[src/rtl/wb_arbiter2_pkg.sv]
// Shared types and constants for the two-master Wishbone arbiter.
// Holds the state/owner encodings and the tie-break rule used at each grant decision.
package wb_arbiter2_pkg;

    localparam logic [1:0] ST_IDLE    = 2'd0;
    localparam logic [1:0] ST_GRANT_I = 2'd1;
    localparam logic [1:0] ST_GRANT_D = 2'd2;
    localparam logic [1:0] ST_DRAIN   = 2'd3;

    typedef enum logic [1:0] {
        IDLE    = ST_IDLE,
        GRANT_I = ST_GRANT_I,
        GRANT_D = ST_GRANT_D,
        DRAIN   = ST_DRAIN
    } wb_arb_state_t;

    localparam logic OWNER_IFETCH = 1'b0;
    localparam logic OWNER_DATA   = 1'b1;

    // Winner of a grant decision; on a tie RR picks the master that did not win last.
    function automatic logic arb_pick(input logic req_i, input logic req_d,
                                      input logic last_grant, input logic round_robin);
        if (req_i && req_d) begin
            return round_robin ? ~last_grant : OWNER_DATA;
        end
        return req_d ? OWNER_DATA : OWNER_IFETCH;
    endfunction

endpackage

[src/rtl/wb_arbiter2_if.sv]
// Pipelined Wishbone bundle; MASTER drives the request side, SLAVE returns stall/ack/rdata.
interface wishbone_if;
    logic        cyc;
    logic        stb;
    logic [29:0] addr;
    logic        we;
    logic [3:0]  sel;
    logic [31:0] wdata;
    logic        stall;
    logic        ack;
    logic [31:0] rdata;

    modport MASTER (output cyc, stb, addr, we, sel, wdata, input stall, ack, rdata);
    modport SLAVE  (input cyc, stb, addr, we, sel, wdata, output stall, ack, rdata);
endinterface

[src/rtl/wb_arbiter2_req_counter.sv]
// Up/down in-flight request counter saturating at 0 and 2^POT; flags update one cycle after inc/dec.
// No backpressure of its own: the caller uses full_o to stall new requests.
module wb_req_counter #(
    parameter int unsigned MAX_OUTSTANDING_POT = 3
) (
    input  logic                         clk_i,
    input  logic                         rst_i,
    input  logic                         inc_i,
    input  logic                         dec_i,
    output logic [MAX_OUTSTANDING_POT:0] count_o,
    output logic                         full_o,
    output logic                         zero_o
);
    localparam int unsigned W = MAX_OUTSTANDING_POT + 1;
    localparam logic [W-1:0] MAX = W'(1) << MAX_OUTSTANDING_POT;

    logic [W-1:0] count_q, count_d;
    logic         inc_ok, dec_ok;

    assign full_o  = (count_q == MAX);
    assign zero_o  = (count_q == '0);
    assign count_o = count_q;

    // A decrement at zero is a stray ack and is ignored rather than wrapping.
    assign inc_ok = inc_i && !full_o;
    assign dec_ok = dec_i && !zero_o;

    always_comb begin
        count_d = count_q;
        if (inc_ok && !dec_ok) begin
            count_d = count_q + W'(1);
        end else if (dec_ok && !inc_ok) begin
            count_d = count_q - W'(1);
        end
    end

    always_ff @(posedge clk_i or posedge rst_i) begin
        if (rst_i) begin
            count_q <= '0;
        end else begin
            count_q <= count_d;
        end
    end
endmodule

[src/rtl/wb_arbiter2.sv]
// Two-master to one-slave pipelined Wishbone arbiter; grant registered, first stb one cycle after cyc.
// Non-owners and DRAIN see stall=1; owner stalls on mem stall or when 2^POT requests are in flight.
module wb_arbiter2
    import wb_arbiter2_pkg::*;
#(
    parameter int unsigned MAX_OUTSTANDING_POT = 3,
    parameter bit          ROUND_ROBIN         = 1'b1
) (
    input  logic       clk_i,
    input  logic       rst_i,
    wishbone_if.SLAVE  ifetch_if,
    wishbone_if.SLAVE  data_if,
    wishbone_if.MASTER mem_if,
    output logic       busy_o,
    output logic       owner_o,
    output logic       spurious_ack_o
);
    localparam int unsigned W = MAX_OUTSTANDING_POT + 1;

    logic [1:0]   state_q, state_d;
    logic         last_grant_q, last_grant_d;
    logic         owner_q, owner_d;
    logic         busy_q;
    logic         spurious_q;
    logic         win;

    logic [W-1:0] count;
    logic         full, zero;
    logic         granted, own_data, own_cyc, own_stb, oth_cyc;
    logic         accept, ack_fwd, ack_spur;

    assign granted  = (state_q == ST_GRANT_I) || (state_q == ST_GRANT_D);
    assign own_data = (state_q == ST_GRANT_D);
    assign own_cyc  = own_data ? data_if.cyc : ifetch_if.cyc;
    assign own_stb  = own_data ? data_if.stb : ifetch_if.stb;
    assign oth_cyc  = own_data ? ifetch_if.cyc : data_if.cyc;

    assign accept   = mem_if.cyc && mem_if.stb && !mem_if.stall;
    assign ack_spur = mem_if.ack && zero;
    assign ack_fwd  = mem_if.ack && !zero && granted;

    wb_req_counter #(
        .MAX_OUTSTANDING_POT(MAX_OUTSTANDING_POT)
    ) u_cnt (
        .clk_i  (clk_i),
        .rst_i  (rst_i),
        .inc_i  (accept),
        .dec_i  (mem_if.ack),
        .count_o(count),
        .full_o (full),
        .zero_o (zero)
    );

    always_comb begin
        mem_if.cyc   = 1'b0;
        mem_if.stb   = 1'b0;
        mem_if.addr  = '0;
        mem_if.we    = 1'b0;
        mem_if.sel   = '0;
        mem_if.wdata = '0;
        if (granted) begin
            mem_if.cyc   = own_cyc;
            mem_if.stb   = own_cyc && own_stb && !full;
            mem_if.addr  = own_data ? data_if.addr  : ifetch_if.addr;
            mem_if.we    = own_data ? data_if.we    : ifetch_if.we;
            mem_if.sel   = own_data ? data_if.sel   : ifetch_if.sel;
            mem_if.wdata = own_data ? data_if.wdata : ifetch_if.wdata;
        end else if (state_q == ST_DRAIN) begin
            // Keep the cycle open so the slave can return acks of the abandoned requests.
            mem_if.cyc = 1'b1;
        end
    end

    always_comb begin
        ifetch_if.stall = 1'b1;
        ifetch_if.ack   = 1'b0;
        ifetch_if.rdata = '0;
        data_if.stall   = 1'b1;
        data_if.ack     = 1'b0;
        data_if.rdata   = '0;
        if (state_q == ST_GRANT_I) begin
            ifetch_if.stall = mem_if.stall || full;
            ifetch_if.ack   = ack_fwd;
            ifetch_if.rdata = mem_if.rdata;
        end else if (state_q == ST_GRANT_D) begin
            data_if.stall = mem_if.stall || full;
            data_if.ack   = ack_fwd;
            data_if.rdata = mem_if.rdata;
        end
    end

    always_comb begin
        state_d      = state_q;
        last_grant_d = last_grant_q;
        owner_d      = owner_q;
        win          = arb_pick(ifetch_if.cyc, data_if.cyc, last_grant_q, ROUND_ROBIN);
        case (state_q)
            ST_IDLE: begin
                if (ifetch_if.cyc || data_if.cyc) begin
                    state_d      = win ? ST_GRANT_D : ST_GRANT_I;
                    last_grant_d = win;
                    owner_d      = win;
                end
            end
            ST_GRANT_I, ST_GRANT_D: begin
                if (!own_cyc) begin
                    if (!zero) begin
                        state_d = ST_DRAIN;
                    end else if (oth_cyc) begin
                        state_d      = own_data ? ST_GRANT_I : ST_GRANT_D;
                        last_grant_d = !own_data;
                        owner_d      = !own_data;
                    end else begin
                        state_d = ST_IDLE;
                    end
                end
            end
            ST_DRAIN: begin
                if (zero || (mem_if.ack && (count == W'(1)))) begin
                    state_d = ST_IDLE;
                end
            end
            default: state_d = ST_IDLE;
        endcase
    end

    always_ff @(posedge clk_i or posedge rst_i) begin
        if (rst_i) begin
            state_q      <= ST_IDLE;
            last_grant_q <= OWNER_DATA;
            owner_q      <= OWNER_IFETCH;
            busy_q       <= 1'b0;
            spurious_q   <= 1'b0;
        end else begin
            state_q      <= state_d;
            last_grant_q <= last_grant_d;
            owner_q      <= owner_d;
            busy_q       <= (state_d != ST_IDLE);
            spurious_q   <= ack_spur;
        end
    end

    assign busy_o         = busy_q;
    assign owner_o        = owner_q;
    assign spurious_ack_o = spurious_q;
endmodule

[src/flat_wrapper.sv]
// flat-port wrapper written by rule: the top's interface ports become plain ports
module wb_arbiter2_flat import wb_arbiter2_pkg::*;
#(
    parameter int unsigned MAX_OUTSTANDING_POT = 3,
    parameter bit          ROUND_ROBIN         = 1'b1
)
  (clk_i, rst_i, busy_o, owner_o, spurious_ack_o, ifetch_if_cyc, ifetch_if_stb, ifetch_if_addr, ifetch_if_we, ifetch_if_sel, ifetch_if_wdata, ifetch_if_stall, ifetch_if_ack, ifetch_if_rdata, data_if_cyc, data_if_stb, data_if_addr, data_if_we, data_if_sel, data_if_wdata, data_if_stall, data_if_ack, data_if_rdata, mem_if_cyc, mem_if_stb, mem_if_addr, mem_if_we, mem_if_sel, mem_if_wdata, mem_if_stall, mem_if_ack, mem_if_rdata);
  wishbone_if ifetch_if_i ();
  wishbone_if data_if_i ();
  wishbone_if mem_if_i ();
  input  logic clk_i;
  input  logic rst_i;
  output logic busy_o;
  output logic owner_o;
  output logic spurious_ack_o;
  input wire logic [$bits(ifetch_if_i.cyc)-1:0] ifetch_if_cyc;
  input wire logic [$bits(ifetch_if_i.stb)-1:0] ifetch_if_stb;
  input wire logic [$bits(ifetch_if_i.addr)-1:0] ifetch_if_addr;
  input wire logic [$bits(ifetch_if_i.we)-1:0] ifetch_if_we;
  input wire logic [$bits(ifetch_if_i.sel)-1:0] ifetch_if_sel;
  input wire logic [$bits(ifetch_if_i.wdata)-1:0] ifetch_if_wdata;
  output wire logic [$bits(ifetch_if_i.stall)-1:0] ifetch_if_stall;
  output wire logic [$bits(ifetch_if_i.ack)-1:0] ifetch_if_ack;
  output wire logic [$bits(ifetch_if_i.rdata)-1:0] ifetch_if_rdata;
  input wire logic [$bits(data_if_i.cyc)-1:0] data_if_cyc;
  input wire logic [$bits(data_if_i.stb)-1:0] data_if_stb;
  input wire logic [$bits(data_if_i.addr)-1:0] data_if_addr;
  input wire logic [$bits(data_if_i.we)-1:0] data_if_we;
  input wire logic [$bits(data_if_i.sel)-1:0] data_if_sel;
  input wire logic [$bits(data_if_i.wdata)-1:0] data_if_wdata;
  output wire logic [$bits(data_if_i.stall)-1:0] data_if_stall;
  output wire logic [$bits(data_if_i.ack)-1:0] data_if_ack;
  output wire logic [$bits(data_if_i.rdata)-1:0] data_if_rdata;
  output wire logic [$bits(mem_if_i.cyc)-1:0] mem_if_cyc;
  output wire logic [$bits(mem_if_i.stb)-1:0] mem_if_stb;
  output wire logic [$bits(mem_if_i.addr)-1:0] mem_if_addr;
  output wire logic [$bits(mem_if_i.we)-1:0] mem_if_we;
  output wire logic [$bits(mem_if_i.sel)-1:0] mem_if_sel;
  output wire logic [$bits(mem_if_i.wdata)-1:0] mem_if_wdata;
  input wire logic [$bits(mem_if_i.stall)-1:0] mem_if_stall;
  input wire logic [$bits(mem_if_i.ack)-1:0] mem_if_ack;
  input wire logic [$bits(mem_if_i.rdata)-1:0] mem_if_rdata;
  assign ifetch_if_i.cyc = ifetch_if_cyc;
  assign ifetch_if_i.stb = ifetch_if_stb;
  assign ifetch_if_i.addr = ifetch_if_addr;
  assign ifetch_if_i.we = ifetch_if_we;
  assign ifetch_if_i.sel = ifetch_if_sel;
  assign ifetch_if_i.wdata = ifetch_if_wdata;
  assign ifetch_if_stall = ifetch_if_i.stall;
  assign ifetch_if_ack = ifetch_if_i.ack;
  assign ifetch_if_rdata = ifetch_if_i.rdata;
  assign data_if_i.cyc = data_if_cyc;
  assign data_if_i.stb = data_if_stb;
  assign data_if_i.addr = data_if_addr;
  assign data_if_i.we = data_if_we;
  assign data_if_i.sel = data_if_sel;
  assign data_if_i.wdata = data_if_wdata;
  assign data_if_stall = data_if_i.stall;
  assign data_if_ack = data_if_i.ack;
  assign data_if_rdata = data_if_i.rdata;
  assign mem_if_cyc = mem_if_i.cyc;
  assign mem_if_stb = mem_if_i.stb;
  assign mem_if_addr = mem_if_i.addr;
  assign mem_if_we = mem_if_i.we;
  assign mem_if_sel = mem_if_i.sel;
  assign mem_if_wdata = mem_if_i.wdata;
  assign mem_if_i.stall = mem_if_stall;
  assign mem_if_i.ack = mem_if_ack;
  assign mem_if_i.rdata = mem_if_rdata;
  wb_arbiter2 #(.MAX_OUTSTANDING_POT(MAX_OUTSTANDING_POT), .ROUND_ROBIN(ROUND_ROBIN)) u_core (.clk_i(clk_i), .rst_i(rst_i), .ifetch_if(ifetch_if_i), .data_if(data_if_i), .mem_if(mem_if_i), .busy_o(busy_o), .owner_o(owner_o), .spurious_ack_o(spurious_ack_o));
endmodule
[config.mk]
export PLATFORM = sky130hd
export DESIGN_NAME = wb_arbiter2_flat
export DESIGN_NICKNAME = d
export VERILOG_FILES = /design/src/rtl/wb_arbiter2_pkg.sv /design/src/rtl/wb_arbiter2_if.sv /design/src/rtl/wb_arbiter2_req_counter.sv /design/src/rtl/wb_arbiter2.sv /design/src/flat_wrapper.sv
export SDC_FILE = /design/constraint.sdc
export NUM_CORES = 1
export LEC_CHECK = 0
export BUFFER_PORTS_ARGS = -buffer_cell sky130_fd_sc_hd__buf_4
export CORE_AREA = 2 2 121 123
export DETAILED_ROUTE_END_ITERATION = 12
export DIE_AREA = 0 0 123 125
export PLACE_DENSITY_LB_ADDON = 0.05
export SYNTH_ARGS = -nofsm -noshare
export SYNTH_HDL_FRONTEND = slang
export SYNTH_SLANG_ARGS = --single-unit
[constraint.sdc]
create_clock -name clk_i -period 2.5 [get_ports clk_i]
set_input_delay 0.5 -clock clk_i [delete_from_list [all_inputs] [get_ports clk_i]]
set_output_delay 0.5 -clock clk_i [all_outputs]
set_load 0.01 [all_outputs]
Yosys cells after proc, flatten, opt, wreduce, memory -nomap -nowiden. Index checks and enable logic that the tools add are counted.

Register bits after elaboration: 10. Input bits: 174. Output and inout port bits: 140. Word-level logic and storage cells: 89.

Add/subtract/negate cells: 2. Equal/unequal tests: 9. Muxes and demuxes: 42. Bitwise logic cells: 1. Reduce and logical (&&, ||, !) cells: 29.

Operator list (count): $mux W32 (5); $mux W30 (2); $mux W1 (22); $mux W4 (4); $mux W2 (7); $logic_and A1 B1 Y1 (12); $logic_not A1 Y1 (6); $ne A2 B1 Y1 const B (3); $pmux W2 S3 (1); $reduce_bool A2 Y1 (3); $reduce_and A5 Y1 (1); $add A4 B1 Y4 const B (1); $eq A2 B2 Y1 const B (2); $eq A4 B1 Y1 const B (1); $eq A4 B4 Y1 const B (1); $logic_not A4 Y1 (1); $logic_or A1 B1 Y1 (4); $sub A4 B1 Y4 const B (1); $eq A2 B1 Y1 const B (1); $logic_not A2 Y1 (1); $ne A2 B2 Y1 const B (1); $pmux W1 S2 (1); $reduce_or A2 Y1 (1); $not A1 Y1 (1).

Longest topological paths before layout. Gate-level depths: netlist of the first run.

Word-level depth: 12. Mapped depth: 11. Depth with buffers taken out: 9.

Hierarchy. From an unflattened synthesis of the first run, not the netlist that was laid out.

Cells, all modules: 317. Area total of the unflattened synthesis: 2503.7 µm².

Modules (own cells, without submodules): wb_arbiter2 (times used 1, cells an instance 285, area each 2168.3 µm², sequential area each 151.4 µm²); wb_req_counter (times used 1, cells an instance 32, area each 335.3 µm², sequential area each 100.1 µm²).

Worst setup path after synthesis of the first run. Ideal clock, no wire load.

Path kind: reg-to-reg. Start point: register u_core.state_q[0]. End point: register u_core.u_cnt.count_q[3] (netlist: u_core.u_cnt.count_o[3]). Setup time: 0.079 ns. Arrival: 2.549 ns. Required time: 2.421 ns. Setup slack: -0.128 ns. Cell stages (with the launch flop): 12. Path buffers: 3. Clock period less this slack: 2.628 ns. Cell sequence: dfrtp_1 > inv_1 > ha_1 > buf_2 > buf_4 > buf_4 > mux2i_1 > nor4_1 > ha_1 > or4_1 > a21oi_1 > xor2_1.

Longest elaborated chain between the ends: 11. Elaborated cells on any way between the ends: 19. Classes of those cells: eq/ne: 3; mux: 6; reduce/logical: 10.

Ends and longest elaborated chain: start, declared (line wb_arbiter2.sv:20) `logic [1:0] state_q, state_d;`; start signal, assigned (line wb_arbiter2.sv:135) `state_q <= state_d;`; $eq A2 B2 Y1 (line wb_arbiter2.sv:32, wb_arbiter2.sv:33); $mux W1 (on tied branches) (line wb_arbiter2.sv:34, wb_arbiter2.sv:35); $logic_and A1 B1 Y1 (2 in a row) (line wb_arbiter2.sv:63) `mem_if.stb = own_cyc && own_stb && !full;`; $mux W1 (line wb_arbiter2.sv:61) `if (granted) begin`; $logic_and A1 B1 Y1 * (2 in a row) (line wb_arbiter2.sv:38) `assign accept = mem_if.cyc && mem_if.stb && !mem_if.stall;`; $logic_and A1 B1 Y1 * (line wb_arbiter2_req_counter.sv:25) `assign inc_ok = inc_i && !full_o;`; $logic_not A1 Y1 (line wb_arbiter2_req_counter.sv:32) `end else if (dec_ok && !inc_ok) begin`; $logic_and A1 B1 Y1 (line wb_arbiter2_req_counter.sv:32); $reduce_bool A2 Y1 (no source line); end signal, assigned (line wb_arbiter2_req_counter.sv:41) `count_q <= count_d;`; end, declared (line wb_arbiter2_req_counter.sv:17) `logic [W-1:0] count_q, count_d;`.

Mark *: on every way between the ends. The rest lies on a longest branch, timed or not. A chain may end at the register's enable or synchronous reset.

Final worst setup path of the first run.
Start point: register u_core.u_cnt.count_q[0] (netlist: u_core.u_cnt.count_o[0]). End point: output port ifetch_if_ack.

Longest elaborated chain between the ends: 5.

Ends and longest elaborated chain: $logic_not A4 Y1 (line wb_arbiter2_req_counter.sv:21) `assign zero_o = (count_q == '0);`; $logic_not A1 Y1 (line wb_arbiter2.sv:40) `assign ack_fwd = mem_if.ack && !zero && granted;`; $logic_and A1 B1 Y1 (2 in a row) (line wb_arbiter2.sv:40); $mux W1 (line wb_arbiter2.sv:81) `if (state_q == ST_GRANT_I) begin`; end, declared (line flat_wrapper.sv:23) `output wire logic [$bits(ifetch_if_i.ack)-1:0] ifetch_if_ack;`.

Every way passes these cells.

==> results of run 1 <==
-- synth_stat cells, drive strengths merged (5+ instances only) --
cell type,count,share of area [%]
mux2i,70,30
and2,66,17
dfrtp,9,9.5
buf,9,2.1
inv,5,0.79
nor2b,71,19
nor2,6,0.95
ha,9,4.7
a21oi,6,1.3
nand2,6,0.95
clkbuf,14,2.2
-- cell type report --
type	count	area (um^2)	share of cell area [%]
inverter	5	18.8	0.372
timing repair buffer	319	2440	48.4
clock buffer	4	78.8	1.56
multi-input combinational	265	2020	40.1
sequential	10	251	4.99
tap	184	230	4.57
-- routing by layer --
| metal | GRT usage, % | vias up | wire length [um] |
|---|---|---|---|
| li1 | - | 1604 | - |
| met1 | 12.9 | 1398 | 3900 |
| met2 | 31.2 | 124 | 7190 |
| met3 | 2.01 | 4 | 833 |
| met4 | 1.47 | 0 | 48 |
| met5 | 0 | - | 0 |
-- metrics by stage --
stage | area, um^2 | hold slack [ns]
3_5_place_dp | 4950 | 0.510
2_1_floorplan | 2380 | 0.339
3_3_place_gp | 4950 | 0.499
4_1_cts | 5030 | 0.277
5_1_grt | 5040 | 0.306
6_report | 5040 | 0.257
-- report_power, final --
| group | internal [mW] | leakage (nW) | switching [mW] | total [mW] |
|---|---|---|---|---|
| clock network | 0.213 | 0.0382 | 0.0716 | 0.285 |
| registers | 0.252 | 0.119 | 0.0962 | 0.348 |
| logic | 2.65 | 2.42 | 2.33 | 4.98 |
| total | 3.11 | 2.58 | 2.50 | 5.62 |
-- registers in the layout (all words and copies together) (netlist names) --
| signal | flops |
|---|---|
| u_core.busy_o | 1 |
| u_core.last_grant_q | 1 |
| u_core.owner_o | 1 |
| u_core.spurious_ack_o | 1 |
| u_core.state_q | 2 |
| u_core.u_cnt.count_o | 4 |
-- worst register-to-register path: stages, from the launching register on --
cell and delay, ns:
dfrtp_1 0.43, inv_2 0.13, ha_4 0.23, mux2i_2 0.25, nor4_1 0.09, ha_2 0.22
or4_1 0.47, a21oi_1 0.19, xor2_1 0.15
-- kinds of logic after synthesis --
| kind of cell | Yosys count |
|---|---|
| muxes | 72 |
| adders and majority gates | 9 |
| and+or+nand+nor | 161 |
| xor gates and xnor gates | 4 |
| AOI/OAI and AO/OA | 19 |
| DFF | 10 |
| buffers and inverters | 28 |
-- path summary, 6_finish.rpt --
| kind | slack [ns] | cells after the start | startpoint | to |
|---|---|---|---|---|
| worst max-delay path | 0.16 | 5 | u_core.u_cnt.count_o[0] | ifetch_if_ack |
| worst min-delay path | 0.26 | 2 | rst_i | u_core.spurious_ack_o |
| worst max register to register | 0.28 | 8 | u_core.state_q[0] | u_core.u_cnt.count_o[3] |
| worst min register to register | 0.53 | 1 | u_core.owner_o | u_core.owner_o |
| max in group asynchronous | 1.92 | 2 | rst_i | u_core.last_grant_q |
| min in group clk_i | 0.53 | 1 | u_core.owner_o | u_core.owner_o |
-- timing repair --
action	CTS	global route
endpoints found under the setup margin	0	5
hold buffers	0	0
resized for setup	0	3
==> summary.txt, run 1 <==
Status
  – Outcome: finished clean

Synthesis
  – Sequential fraction of the synthesis area: 10.6%
  – Post-Syn Area: 2370 um^2
  – Synthesized instance count: 303
  – Post-Synth Adder-Cell Area: 4.75%
  – Largest family of logic cells by synthesized area: simple AND/OR/NAND/NOR gates
  – Distinct cell type count after synthesis: 34
  – Main synth FF type: dfrtp_1
  – #FFs+latches synth: 10
  – Ys async rst share: 100%
  – Post-Synth XOR/XNOR Area: 1.48%
  – Simple-gate share of the synthesized area: 42.1%
  – Syn nets: 486
  – Number of flops mapped to enable cells by yosys: 0
  – Post-synthesis mux area share: 30.5%
  – Compound-Gate Fraction of Synth Area: 5.49%
  – Yosys Warn Count: 0
  – Syn_area_per_cell: 7.83 um^2

GRT
  – Initial antenna violation count: 0
  – Grt total ovfl: 0
  – Vias in the first global route: 3006
  – Gr usage total: 14.0%
  – First-pass GRT wire length: 16800 um
  – Largest net degree at the start of global routing: 79

Floorplanning
  – # rows: 44
  – Die Span X: 123 um
  – Initial Utilization: 16.7%
  – # IOs: 314
  – Core area: 14200 um^2
  – Total die area: 15400 um^2
  – Chip Height: 125 um

Timing
  – Slew headroom: 72.8%
  – Pins over their slew limit: 0
  – Slew at the pin with the worst max-slew slack: 0.408 ns
  – Worst setup margin: 0.157 ns
  – Post-route minimum period: 2.34 ns
  – FMAX: 427 MHz
  – Setup Skew: 0.00450 ns
  – Crit share post-route: 93.7%
  – Setup TNS: 0 ns
  – RSZ-0062 raised after global routing: no
  – Total count of hold-check failures in the final report: 0
  – Final setup violating endpoints: 0

Critical path
  – CP required: 2.00 ns
  – CP Class: reg -> out
  – Endpoint arrival time on the critical path: 1.84 ns
  – CP Max Fanout: 6
  – Family with the most delay on the worst path: simple AND/OR/NAND/NOR gates
  – Buffer and inverter count on the worst path: 2
  – Crit path largest cell delay: 0.44 ns
  – Endpoint type of the worst setup path: output port
  – Worst path cell trace: inv_1, ha_1, or3b_4, and4_2, buf_4
  – CP max stage cell: dfrtp_1
  – Setup crit start kind: flop

Clock network
  – H-tree levels: 1
  – Bufs on Longest Clock Path: 2
  – Clock root buffer: clkbuf_16
  – Clock sink count: 10
  – CTS buffer count: 3
  – Reg clk slew, reported paths: 0.04 ns
  – CTS tree: yes
  – Clock Latency Late Sink: 0.23 ns
  – Setup bufs post-CTS: 0

Detailed routing
  – Vias/cell: 3.98
  – Post-route ant nets: 0
  – Total wire length: 12000 um
  – Routed len/inst: 15.2 um
  – Drt drc: 0
  – Via count: 3130
  – DRT iter0 DRCs: 87
  – Drt pass-1 iters: 4

Cells and area
  – Final Net Count: 787
  – Antenna fix cells: 0
  – Post-Layout Cell Count: 787
  – Area grow syn2layout: 113%
  – Most frequent cells in the layout: buf_4, nor2b_1, mux2i_1
  – Fillers: 1558
  – Share of layout cells above drive strength 1: 56.1%
  – Util after Layout: 35.5%
  – Commonest non-fill, non-tap cell in the layout: buf_4

Placement
  – # port buffers: 313
  – Placed Cells: 783
  – Gp weighted congestion: 0.778
  – DPL Wire Length: 9900 um
  – Pre-CTS setup slack: 0.238 ns

Job
  – Max-cap violations: 0

Power
  – PwrDens: 1110 nW/um^2
  – Peak VDD IR: 400 uV
  – Final Total Pwr: 5.62 mW
  – LEAKAGE: 2.58 nW

Worst hold path
  – Hold Crit Class: in -> async
Note: power is estimated with default switching activity, not from simulation.
==> run 2: changes to the inputs <==
--- a/config.mk
+++ b/config.mk
@@ -5,10 +5,11 @@
 export SDC_FILE = /design/constraint.sdc
 export NUM_CORES = 1
 export LEC_CHECK = 0
+export ABC_AREA = 1
 export BUFFER_PORTS_ARGS = -buffer_cell sky130_fd_sc_hd__buf_4
-export CORE_AREA = 2 2 121 123
+export CORE_AREA = 2 2 120 122
 export DETAILED_ROUTE_END_ITERATION = 12
-export DIE_AREA = 0 0 123 125
+export DIE_AREA = 0 0 122 124
 export PLACE_DENSITY_LB_ADDON = 0.05
 export SYNTH_ARGS = -nofsm -noshare
 export SYNTH_HDL_FRONTEND = slang
==> summary.txt, run 2 <==
Status
  – Outcome: finished clean

Synthesis
  – Synth top area cells: nor2_1, o21ai_0, nand2_1
  – Area leader, netlist: nor2_1
  – Cell with the most instances after synthesis: nor2_1
  – Synth top area share: 29.0% (-0.54 points)
  – Yosys Warn Count: 0 (unchanged)
  – #FFs+latches synth: 10 (unchanged)
  – Synth top cells by count: nor2_1, nand2_1, o21ai_0
  – Ys async rst share: 100% (unchanged)
  – Post-Syn Area: 2240 um^2 (-5.6%)
  – Number of flops mapped to enable cells by yosys: 0 (unchanged)
  – Syn nets: 652 (+34%)
  – Syn_area_per_cell: 4.77 um^2 (-39%)
  – Main synth FF type: dfrtp_1
  – Sequential fraction of the synthesis area: 11.2% (+0.63 points)
  – Synthesized instance count: 469 (+55%)
  – Distinct cell type count after synthesis: 26 (-24%)

Critical path
  – R2r endpoint: u_core.u_cnt.count_o[2]
  – CP Class: reg -> out
  – Buffer and inverter count on the worst path: 4 (+2)
  – CP max stage cell: dfrtp_1
  – RR Startpoint: u_core.state_q[0]
  – R2R setup slack: 0.31 ns (+0.03 ns)
  – Setup crit start kind: flop
  – Worst path cell trace: inv_1, ha_2, buf_12, nand2_1, inv_1, buf_4
  – Top cell by count, worst path: inv_1
  – Family with the most delay on the worst path: buffers and inverters
  – CP Max Fanout: 54 (+48)
  – Crit path largest cell delay: 0.43 ns (about the same)
  – CP required: 2.00 ns (about the same)
  – R2R depth: 12 (+4)
  – Endpoint type of the worst setup path: output port
  – Endpoint arrival time on the critical path: 1.86 ns (+0.02 ns)

Cells and area
  – Most frequent cells in the layout: buf_4, nor2_1, nand2_1
  – Commonest non-fill, non-tap cell in the layout: buf_4
  – Fillers: 1558 (unchanged)
  – Util after Layout: 35.7% (+0.21 points)
  – Area grow syn2layout: 119%
  – Share of layout cells above drive strength 1: 43.9% (-12 points)
  – Design area: 4900 um^2 (-2.8%)
  – Area occupied by multi-input gates: 1670 um^2 (-17%)
  – Final Net Count: 943 (+20%)
  – Register area: 251 um^2 (unchanged)
  – Antenna fix cells: 0 (unchanged)
  – Max FFs per register: 4 (unchanged)

Clock network
  – CTS tree: yes
  – H-tree levels: 1 (unchanged)
  – Reg clk slew, reported paths: 0.04 ns (about the same)
  – Clock Latency Late Sink: 0.23 ns (about the same)
  – Clock root buffer: clkbuf_16
  – Clock sink count: 10 (unchanged)
  – CTS buffer count: 3 (unchanged)
  – Bufs on Longest Clock Path: 2 (unchanged)

GRT
  – Grt total ovfl: 0 (unchanged)
  – Largest net degree at the start of global routing: 73 (-7.6%)
  – Vias in the first global route: 3322 (+11%)
  – Gr usage total: 15.7% (+1.7 points)
  – Initial antenna violation count: 0 (unchanged)
  – First-pass GRT wire length: 18800 um (+12%)

Floorplanning
  – Die Span X: 122 um (-0.81%)
  – Initial Utilization: 16.3% (-0.38 points)
  – Chip Height: 124 um (-0.80%)
  – Total die area: 15100 um^2 (-1.6%)
  – # IOs: 314 (unchanged)
  – # rows: 43 (-2.3%)
  – Core area: 13700 um^2 (-3.4%)

Detailed routing
  – Drt pass-1 iters: 4 (unchanged)
  – Vias/cell: 4.08 (+2.6%)
  – Post-route ant nets: 0 (unchanged)
  – Drt drc: 0 (unchanged)
  – Total wire length: 13800 um (+15%)
  – DRT iter0 DRCs: 223 (+160%)
  – Routed len/inst: 14.7 um (-3.3%)
  – Via count: 3833 (+22%)

Power
  – LEAKAGE: 2.96 nW (+15%)
  – Final Total Pwr: 6.42 mW (+14%)
  – Peak VDD IR: 591 uV (+48%)
  – PwrDens: 1310 nW/um^2 (+18%)

Timing
  – Slew at the pin with the worst max-slew slack: 0.374 ns (-0.0331 ns)
  – Setup TNS: 0 ns (unchanged)
  – Final setup violating endpoints: 0 (unchanged)
  – FMAX: 424 MHz (-0.64%)
  – Slew headroom: 75.0% (+2.2 points)
  – Post-route minimum period: 2.36 ns (+0.0151 ns)
  – Setup Skew: 0.00143 ns (-0.00307 ns)
  – Hold_ws: 0.240 ns (-0.0166 ns)
  – RSZ-0062 raised after global routing: no
  – Total count of hold-check failures in the final report: 0 (unchanged)
  – Pins over their slew limit: 0 (unchanged)
  – Crit share post-route: 94.3% (+0.60 points)

Job
  – Max-cap violations: 0 (unchanged)

Worst hold path
  – Hold Crit Class: in -> async

Placement
  – Post-placement cell area: 4760 um^2 (-3.8%)
  – # port buffers: 313 (unchanged)
  – Gp weighted congestion: 0.839 (+7.8%)
  – DPL Wire Length: 10900 um (+9.8%)
[run 2: cell types whose count changed in the layout (fill, tap and decap cells not counted), sizes merged, moves of 3 or more]
cell / previous run / this run
nor2: 6 / 173
nand2: 6 / 92
o31a: 3 / 0
nand3: 0 / 6
inv: 5 / 53
o21ai: 3 / 74
nor2b: 71 / 0
and2: 66 / 0
mux2i: 70 / 0
[run 2: worst max path at each step]
stage	start	to	slack (ns)	depth (start not counted)
CTS	u_core.state_q[0]	mem_if_wdata[5]	0.07	6
detailed placement	u_core.state_q[0]	u_core.u_cnt.count_o[2]	0.19	12
finish	u_core.state_q[1]	ifetch_if_rdata[4]	0.14	6
global route	u_core.state_q[0]	u_core.u_cnt.count_o[2]	0.009	12
floorplan	u_core.state_q[0]	u_core.u_cnt.count_o[3]	0.41	10
global placement	u_core.state_q[0]	u_core.u_cnt.count_o[2]	0.26	12
[run 2: layout make-up]
class                      count  area share (%)
sequential                    10            5.13
timing repair buffer         319            50.3
multi-input combinational    373            34.1
inverter                      53            4.11
tap                          180            4.60
clock buffer                   4            1.81
[run 2: report_power, final]
part	total, mW	internal (mW)	switching [mW]
combinational	5.78	2.58	3.20
sequential	0.331	0.250	0.0807
clock	0.305	0.240	0.0657
[run 2: kinds of logic (layout without fill, tap and decap cells)]
group	after synthesis	in the layout	share of synthesized area (%)
AO/OA/AOI/OAI	80	80	18.2
XOR/XNOR	4	4	1.57
adder cells (fa/ha/maj)	9	9	5.03
buffers and inverters	86	376	15.4
flip-flops	10	10	11.2
AND/OR/NAND/NOR	280	280	48.6
[run 2: worst reg2reg max path, stage by stage, from the launching register on]
cell	delay, ns
dfrtp_1	0.43
inv_2	0.15
ha_4	0.21
nand2_1	0.10
o21ai_2	0.10
nand3_1	0.12
nor3_1	0.19
ha_1	0.26
inv_1	0.07
a21oi_1	0.14
o21ai_0	0.12
xor2_1	0.14
inv_1	0.05
[run 2: repair_timing]
| action | CTS | global route |
|---|---|---|
| hold buffers | 0 | 0 |
| hold endpoints to repair | 0 | 0 |
| buffers inserted | 0 | 0 |
| setup endpoints to repair | 0 | 48 |
| gates resized for setup | 0 | 3 |
[run 2: metal layers]
layer	wire length (um)	vias up	track usage [%]
met4	109	0	2.37
met5	0	-	0
li1	-	2005	-
met2	7370	144	30.9
met1	5250	1676	17.6
met3	1080	8	3.21
[run 2: per-stage QoR]
step	std cells	worst slack, ns
floorplan	469	0.407
global placement	934	0.264
detailed placement	934	0.193
CTS	938	0.0734
global route	939	0.00923
finish	939	0.142
==> run 3: changes to the inputs <==
--- a/config.mk
+++ b/config.mk
@@ -6,10 +6,10 @@
 export NUM_CORES = 1
 export LEC_CHECK = 0
 export ABC_AREA = 1
-export BUFFER_PORTS_ARGS = -buffer_cell sky130_fd_sc_hd__buf_4
-export CORE_AREA = 2 2 120 122
+export CORE_AREA = 2 2 121 123
 export DETAILED_ROUTE_END_ITERATION = 12
-export DIE_AREA = 0 0 122 124
+export DIE_AREA = 0 0 123 125
+export DONT_BUFFER_PORTS = 1
 export PLACE_DENSITY_LB_ADDON = 0.05
 export SYNTH_ARGS = -nofsm -noshare
 export SYNTH_HDL_FRONTEND = slang
==> summary.txt, run 3 (synthesized netlist as in run 2, its figures left out) <==
Status
  – Outcome: finished clean

Detailed routing
  – DRT iter0 DRCs: 191 (-14%)
  – Vias/cell: 4.48 (+9.7%)
  – Routed len/inst: 16.8 um (+14%)
  – Via count: 2847 (-26%)
  – Total wire length: 10700 um (-23%)
  – Drt drc: 0 (unchanged)
  – Drt pass-1 iters: 4 (unchanged)
  – Post-route ant nets: 0 (unchanged)

Clock network
  – Clock sink count: 10 (unchanged)
  – CTS tree: yes
  – Clock root buffer: clkbuf_16
  – Clock Latency Late Sink: 0.23 ns (about the same)
  – Setup bufs post-CTS: 0 (unchanged)
  – Post-CTS Hold Buffers: 0 (unchanged)
  – Bufs on Longest Clock Path: 2 (unchanged)
  – CTS buffer count: 3 (unchanged)
  – H-tree levels: 1 (unchanged)
  – Reg clk slew, reported paths: 0.04 ns (about the same)

Cells and area
  – Area grow syn2layout: 14.7%
  – Share of layout cells above drive strength 1: 5.31% (-39 points)
  – Most frequent cells in the layout: nor2_1, nand2_1, o21ai_0
  – Antenna fix cells: 0 (unchanged)
  – Area occupied by multi-input gates: 1670 um^2 (unchanged)
  – Fillers: 1697 (+8.9%)
  – Register area: 251 um^2 (unchanged)
  – Design area: 2570 um^2 (-48%)
  – Commonest non-fill, non-tap cell in the layout: nor2_1
  – Final Net Count: 636 (-33%)
  – Max FFs per register: 4 (unchanged)

Power
  – PwrDens: 1730 nW/um^2 (+32%)
  – Peak VDD IR: 364 uV (-38%)
  – LEAKAGE: 1.42 nW (-52%)

Floorplanning
  – Total die area: 15400 um^2 (+1.6%)
  – Chip Height: 125 um (+0.81%)
  – Core area: 14200 um^2 (+3.5%)
  – Die Span X: 123 um (+0.82%)
  – # IOs: 314 (unchanged)
  – Initial Utilization: 15.8% (-0.56 points)
  – # rows: 44 (+2.3%)

Critical path
  – CP required: 2.00 ns (about the same)
  – Setup crit start: u_core.state_q[0]
  – CP Max Fanout: 52 (-3.7%)
  – CP Class: reg -> out
  – Endpoint arrival time on the critical path: 1.81 ns (-0.05 ns)
  – CP max stage cell: dfrtp_1
  – Setup crit start kind: flop
  – Endpoint type of the worst setup path: output port
  – Worst path cell trace: inv_1, ha_4, buf_6, o21ai_0, nor2_1
  – RR Startpoint: u_core.state_q[0]
  – Crit path largest cell delay: 0.36 ns (-0.07 ns)

GRT
  – Gr usage total: 12.0% (-3.7 points)
  – Met1 usage: 14.0% (-3.6 points)
  – Met3 usage: 3.06% (-0.15 points)
  – Grt total ovfl: 0 (unchanged)
  – Initial antenna violation count: 0 (unchanged)
  – First-pass GRT wire length: 14300 um (-24%)
  – Global route hottest layer: met2
  – Vias in the first global route: 2541 (-24%)
  – Largest net degree at the start of global routing: 71 (-2.7%)
  – Met2 Use GR: 21.9% (-9.0 points)

Timing
  – Setup Skew: 0.00141 ns (-0.0000147 ns)
  – Total count of hold-check failures in the final report: 0 (unchanged)
  – Pins over their slew limit: 0 (unchanged)
  – Post-route minimum period: 2.31 ns (-0.0485 ns)
  – Crit share post-route: 92.4% (-1.9 points)
  – RSZ-0062 raised after global routing: no
  – Final setup violating endpoints: 0 (unchanged)
  – Setup TNS: 0 ns (unchanged)
  – Slew headroom: 70.1% (-4.9 points)
  – FMAX: 433 MHz (+2.1%)
  – Slew at the pin with the worst max-slew slack: 0.443 ns (+0.0687 ns)

Placement
  – Post-placement cell area: 2450 um^2 (-49%)
  – Gp weighted congestion: 0.844 (+0.66%)
  – DPL Wire Length: 8600 um (-21%)
  – # port buffers: 0 (-100%)

Worst hold path
  – Hold Crit Class: in -> async

Job
  – Max-cap violations: 0 (unchanged)
run 3: cell count changes in the layout (fill, tap and decap cells not counted):
cell,previous run,this run
buf_4,314,8
clkbuf_8,1,0
clkbuf_1,0,1
inv_2,1,0
buf_12,4,2
inv_1,51,52
buf_6,0,1
run 3: critical path: cells and delay by family, from the launching register on:
kind | cells | cell delay (ns)
DFF | 1 | 0.36
and+or+nand+nor | 1 | 0.25
buffers and inverters | 2 | 0.51
adders and majority gates | 1 | 0.24
AOI/OAI and AO/OA | 1 | 0.19
run 3: cell type report:
class                           count  share of cell area [%]
Multi-Input combinational cell    373                    65.0
Sequential cell                    10                    9.80
Tap cell                          184                    8.97
Inverter                           53                    7.85
Timing Repair Buffer               12                    5.31
Clock buffer                        4                    3.07
run 3: power by group:
part	switching (mW)	internal, mW
combinational	2.77	1.05
clock	0.0703	0.213
sequential	0.0842	0.250
total	2.93	1.52
run 3: metrics by stage:
| stage | util, % | hold slack, ns | total power [mW] | setup WS, ns | std cells |
|---|---|---|---|---|---|
| floorplan | - | 0.339 | 3.24 | 0.407 | 469 |
| global placement | 17.2 | 0.417 | 4.11 | 0.345 | 631 |
| detailed placement | 17.2 | 0.423 | 4.07 | 0.351 | 631 |
| CTS | 17.8 | 0.171 | 4.37 | 0.0979 | 635 |
| global route | 18.1 | 0.186 | 5.00 | 0.0488 | 636 |
| finish | 18.1 | 0.151 | 4.45 | 0.191 | 636 |
run 3: timing repair:
item	4_1_cts	5_1_grt
endpoints found under the hold margin	0	0
setup endpoints to repair	0	4
gates resized for setup	0	2
run 3: final timing paths:
path                                           end  slack (ns)  cells past startpoint
setup / recovery                   mem_if_addr[24]        0.19                      5
hold / removal               u_core.spurious_ack_o        0.15                      1
setup reg to reg           u_core.u_cnt.count_o[3]        0.35                     11
hold reg to reg                u_core.last_grant_q        0.47                      2
max in group asynchronous      u_core.last_grant_q        2.02                      1
min in group clk_i           u_core.spurious_ack_o        0.40                      2
run 3: per-layer routing:
metal / vias to the layer above / routed length [um]
met4: 0 / 107
met3: 8 / 1020
met5: - / 0
met1: 1280 / 4050
li1: 1389 / -
met2: 170 / 5490
